## src/rtl/draw_scheduler.sv

```systemverilog
// draw_scheduler: upstream sequencer for the rectangle draw engine.
// Game logic pushes draw requests into a small FIFO. Each request is issued
// in turn: load the engine (IDLE->LOAD), run it until eng_done (RUN), then
// give the engine one cleared cycle (FLUSH) before the next request.
//
// Optional feature: define DRAW_SCHED_TIMEOUT_EN to enable the RUN watchdog.
// Without it, timeout_err is tied low and RUN waits for eng_done indefinitely.
//
// Ports:
//   clk, reset        clock, asynchronous active-low reset
//   req_valid/ready   request handshake (ready = FIFO not full)
//   req_x/y/w/h/c     request origin, size codes and colour
//   obj_x/y/w/h/c     registered object presented to the engine
//   eng_reset_n       low = engine latches obj_x/obj_y and clears
//   eng_enable        engine step enable
//   eng_done          engine finished (registered in the engine)
//   plot              VGA write enable for the engine's current pixel
//   busy              active object or queued requests present
//   timeout_err       1-cycle pulse on watchdog abort
module draw_scheduler #(
   parameter int unsigned DEPTH   = 8,
   parameter int unsigned ADDR_W  = 3,
   parameter int unsigned TIMEOUT = 1200
) (
   input  logic       clk,
   input  logic       reset,
   input  logic       req_valid,
   output logic       req_ready,
   input  logic [7:0] req_x,
   input  logic [6:0] req_y,
   input  logic [4:0] req_w,
   input  logic [4:0] req_h,
   input  logic [2:0] req_c,
   output logic [7:0] obj_x,
   output logic [6:0] obj_y,
   output logic [4:0] obj_w,
   output logic [4:0] obj_h,
   output logic [2:0] obj_c,
   output logic       eng_reset_n,
   output logic       eng_enable,
   input  logic       eng_done,
   output logic       plot,
   output logic       busy,
   output logic       timeout_err
);

   localparam int unsigned ENTRY_W = 28;

   typedef enum logic [1:0] {
      S_IDLE,
      S_LOAD,
      S_RUN,
      S_FLUSH
   } state_t;

   state_t              r_state;
   state_t              w_next;

   logic [ENTRY_W-1:0]  r_mem [DEPTH];
   logic [ADDR_W-1:0]   r_wptr;
   logic [ADDR_W-1:0]   r_rptr;
   logic [ADDR_W:0]     r_count;
   logic                w_full;
   logic                w_empty;
   logic                w_push;
   logic                w_pop;
   logic                w_abort;
   logic [ENTRY_W-1:0]  w_head;

   // Full is decoded from the registered count only, so a pop in the same
   // cycle never opens a slot for a push.
   assign w_full    = (r_count == (ADDR_W+1)'(DEPTH));
   assign w_empty   = (r_count == '0);
   assign req_ready = !w_full;
   assign w_push    = req_valid && !w_full;
   assign w_pop     = (r_state == S_IDLE) && !w_empty;
   assign w_head    = r_mem[r_rptr];
   assign busy      = (r_state != S_IDLE) || !w_empty;

   // Storage needs no reset: only entries covered by r_count are ever read.
   always_ff @(posedge clk) begin
      if (w_push) begin
         r_mem[r_wptr] <= {req_x, req_y, req_w, req_h, req_c};
      end
   end

   always_ff @(posedge clk or negedge reset) begin
      if (!reset) begin
         r_wptr  <= '0;
         r_rptr  <= '0;
         r_count <= '0;
      end else begin
         if (w_push) r_wptr <= r_wptr + ADDR_W'(1);
         if (w_pop)  r_rptr <= r_rptr + ADDR_W'(1);
         case ({w_push, w_pop})
            2'b10:   r_count <= r_count + (ADDR_W+1)'(1);
            2'b01:   r_count <= r_count - (ADDR_W+1)'(1);
            default: r_count <= r_count;
         endcase
      end
   end

   // Object registers change only on the IDLE->LOAD edge.
   always_ff @(posedge clk or negedge reset) begin
      if (!reset) begin
         obj_x <= '0;
         obj_y <= '0;
         obj_w <= '0;
         obj_h <= '0;
         obj_c <= '0;
      end else if (w_pop) begin
         {obj_x, obj_y, obj_w, obj_h, obj_c} <= w_head;
      end
   end

`ifdef DRAW_SCHED_TIMEOUT_EN
   localparam int unsigned TCNT_W = $clog2(TIMEOUT + 1);

   logic [TCNT_W-1:0] r_tcnt;
   logic              r_timeout_err;

   // Abort on the TIMEOUT-th RUN cycle; the error pulse lands in FLUSH,
   // where plot is already low.
   assign w_abort = (r_state == S_RUN) && !eng_done &&
                    (r_tcnt == TCNT_W'(TIMEOUT - 1));

   always_ff @(posedge clk or negedge reset) begin
      if (!reset) begin
         r_tcnt        <= '0;
         r_timeout_err <= 1'b0;
      end else begin
         r_timeout_err <= w_abort;
         if (r_state == S_LOAD) begin
            r_tcnt <= '0;
         end else if (r_state == S_RUN) begin
            r_tcnt <= r_tcnt + TCNT_W'(1);
         end
      end
   end

   assign timeout_err = r_timeout_err;
`else
   assign w_abort     = 1'b0;
   assign timeout_err = 1'b0;
`endif

   always_ff @(posedge clk or negedge reset) begin
      if (!reset) begin
         r_state <= S_IDLE;
      end else begin
         r_state <= w_next;
      end
   end

   always_comb begin
      w_next      = r_state;
      eng_reset_n = 1'b0;
      eng_enable  = 1'b0;
      plot        = 1'b0;
      case (r_state)
         S_IDLE: begin
            if (!w_empty) w_next = S_LOAD;
         end
         S_LOAD: begin
            w_next = S_RUN;
         end
         S_RUN: begin
            eng_reset_n = 1'b1;
            eng_enable  = 1'b1;
            plot        = !eng_done;
            if (eng_done || w_abort) w_next = S_FLUSH;
         end
         S_FLUSH: begin
            w_next = S_IDLE;
         end
         default: begin
            w_next = S_IDLE;
         end
      endcase
   end

endmodule

```

## config.mk

```make
export PLATFORM = sky130hd
export DESIGN_NAME = draw_scheduler
export DESIGN_NICKNAME = d
export VERILOG_FILES = /design/src/rtl/draw_scheduler.sv
export SDC_FILE = /design/constraint.sdc
export NUM_CORES = 1
export LEC_CHECK = 0
export CAP_MARGIN = 0
export CORE_MARGIN = 2
export CORE_UTILIZATION = 55
export CTS_BUF_LIST = sky130_fd_sc_hd__clkbuf_8
export DETAILED_ROUTE_END_ITERATION = 8
export GPL_TIMING_DRIVEN = 1
export PLACE_DENSITY = 0.79
export SYNTH_ARGS = -nofsm -noshare
export SYNTH_HDL_FRONTEND = slang
export SYNTH_SLANG_ARGS = --single-unit
export TNS_END_PERCENT = 50
```

## constraint.sdc

```tcl
create_clock -name clk -period 3.3 [get_ports clk]
set_clock_uncertainty 0.05 [all_clocks]
set_input_delay 0.99 -clock clk [delete_from_list [all_inputs] [get_ports clk]]
set_output_delay 0.99 -clock clk [all_outputs]
set_load 0.01 [all_outputs]
```

==> flow_metrics.py <==
metrics = {
    "layout": {
        "drive_gt1_frac": 0.215,
        "final_cells": 951,
        "num_antenna_cells": 0,
        "syn2layout_area_growth_pct": 16.8,
        "fin_nets": 725,
    },
    "global_route": {
        "overflow": 0,
        "grt_use_total": 0.203,
        "grt_pass1_wl_um": 31100,
        "grt_max_degree": 59,
        "antenna_found_initial": 0,
        "grt_pass1_vias": 5789,
    },
    "timing": {
        "setup_tns_ns": 0,
        "tightestPinTransition_ns": 1.05,
        "rsz0062_at_grt": "no",
        "clock.fmax_mhz": 316,
        "min_period_over_period": 0.960,
        "hold_slack_ns": 0.429,
        "hold_viol": 0,
        "setup-violations-final": 0,
        "relSlewSlack": 0.302,
        "period_needed_ns": 3.17,
        "drv_slew": 0,
    },
    "yosys": {
        "ys.flop_type": "edfxtp_1",
        "synth_area_sq_um": 10400,
        "syn_nets": 627,
        "yosysTopAreaCell": "edfxtp_1",
        "yosysMostFrequentCell": "edfxtp_1",
        "synth_cells": 587,
        "yosysUniqueCellTypes": 38,
        "synth_area_leaders": "edfxtp_1, dfrtp_1, mux2_2",
        "yosysSeqAreaShare": 0.742,
        "ys_ff_latch": 264,
        "yosysWarnings": 0,
        "synth_edf_count": 224,
        "synth_commonest_cells": "edfxtp_1, mux2i_1, mux2_2",
        "synth_top_area_frac": 0.646,
        "synth-async-reset-ratio": 0.152,
        "synth_area_per_cell_sq_um": 17.7,
    },
    "clocking": {
        "post_cts_resized": 0,
        "cts_tree": "built",
        "post_cts_buffers": 0,
        "cts-hold-fix-buffers": 0,
        "ctsHtreeMaxLevel": 2,
        "clock-root-buffer": "clkbuf_8",
        "cts_num_sinks": 264,
        "path_clk_slew_ns": 0.06,
        "clock_latency_ns": 0.53,
        "cts_buffers": 41,
        "clock_path_buffers": 3,
    },
    "route": {
        "drc": 0,
        "vias_per_cell": 5.78,
        "wl_per_cell_um": 20.7,
        "routed_wl_um": 19700,
        "dr.pass1.iters": 4,
        "drtIter0Drc": 383,
        "antenna_left": 0,
        "vias": 5498,
    },
    "critical_path": {
        "worstSetupEndpointType": "primary output",
        "reg2reg_depth": 9,
        "critical_path_required_ns": 2.26,
        "critical_path_arrival_ns": 2.13,
        "crit_fanout": 8,
        "cp-start-kind": "flip-flop",
        "critical_path_class": "flip-flop to primary output",
    },
    "floorplan": {
        "die_w_um": 142,
        "initial_core_util": 0.559,
        "core_sq_um": 18600,
        "fp.dieArea_sq_um": 20000,
        "ios": 66,
        "rows": 50,
        "dieHeight_um": 142,
    },
    "min_path": {
        "hp-class": "flip-flop to flip-flop",
        "hold_depth": 2,
    },
    "power": {
        "power_density_nw_per_um2": 898,
        "ir_drop_uv": 430,
        "p_leak_uw": 0.00435,
    },
    "placed_design": {
        "gp_congestion": 0.752,
        "dp_cells": 876,
        "hpwl_um": 11700,
        "portBuffers": 64,
    },
    "run_status": {
        "outcome": "complete, no violations",
    },
    "flow_run": {
        "drv_cap": 0,
    },
}
critical path: stages, from the launching register on:
cell	delay (ns)
dfrtp_1	0.49
or4b_4	0.60
clkdlybuf4s50_1	0.51
layout make-up:
type                    count  area, sq um
clock buffers              44          606
clock inverters            31          233
fillers                  1255         6490
inverters                   3         11.3
multi-input cells         288         2410
flip-flops and latches    264         7730
well taps                 234          293
repair buffers             87          871
placed cells by master, fill, tap and decap left out, types with 4 or more instances in the layout:
cell,n
o21ai_1,21
buf_12,5
edfxtp_1,224
o221ai_1,21
xnor2_1,5
clkinv_1,10
nor2_1,4
mux2_2,54
mux2_1,4
dfrtp_1,39
clkbuf_8,44
a221o_1,7
nand2_1,39
nand2b_1,4
ha_1,8
inv_1,15
mux2i_1,56
nor2_2,5
bufinv_16,4
clkdlybuf4s50_1,63
buf_4,18
o22ai_1,8
o21ai_2,7
a22oi_1,21
power by group:
group	internal (uW)	switching, uW
combinational	1600	1880
sequential	4310	383
clock	1550	1200
kinds of logic after synthesis:
family | count (synthesis) | synth area share
fa+ha+maj | 8 | 0.00961
other cells | 1 | 0.000360
xor+xnor | 8 | 0.00673
simple gates | 66 | 0.0304
buf+inv | 35 | 0.0306
flops | 264 | 0.742
compound gates | 91 | 0.0636
mux | 114 | 0.117
layer usage:
metal	track usage	share of wire	vias to the layer above
met5	0	0	-
met3	0.0412	0.044	36
met1	0.257	0.42	2818
met2	0.351	0.51	136
met4	0.0758	0.024	0
li1	-	-	2508
flip-flops by register name, indices dropped and copies added (netlist names):
register	cells
r_state	2
r_count	4
r_mem	224
obj_x	8
r_wptr	3
obj_h	5
r_rptr	3
obj_c	3
obj_y	7
obj_w	5
worst paths after layout:
check,end,start,slack (ns)
max in group asynchronous,obj_h[0],reset,2.07
hold reg to reg,obj_y[0],obj_y[0],0.43
setup reg to reg,r_count[2],r_count[1],0.81
min in group asynchronous,obj_x[3],reset,0.47
hold / removal,obj_y[0],obj_y[0],0.43
setup / recovery,req_ready,r_count[1],0.13
stage by stage:
| stage | setup WS [ns] | instance area, sq um | util | power [uW] |
|---|---|---|---|---|
| final | 0.131 | 12200 | 0.652 | 10900 |
| after global routing | 0.0669 | 12200 | 0.652 | 11500 |
| after CTS | 0.117 | 12200 | 0.652 | 11000 |
| after detailed placement | 0.133 | 11300 | 0.607 | 8260 |
| after global placement | 0.172 | 11300 | 0.607 | 8090 |
| after floorplan | -0.250 | 10400 | - | 7200 |
Power figures use the tool's default switching activity.
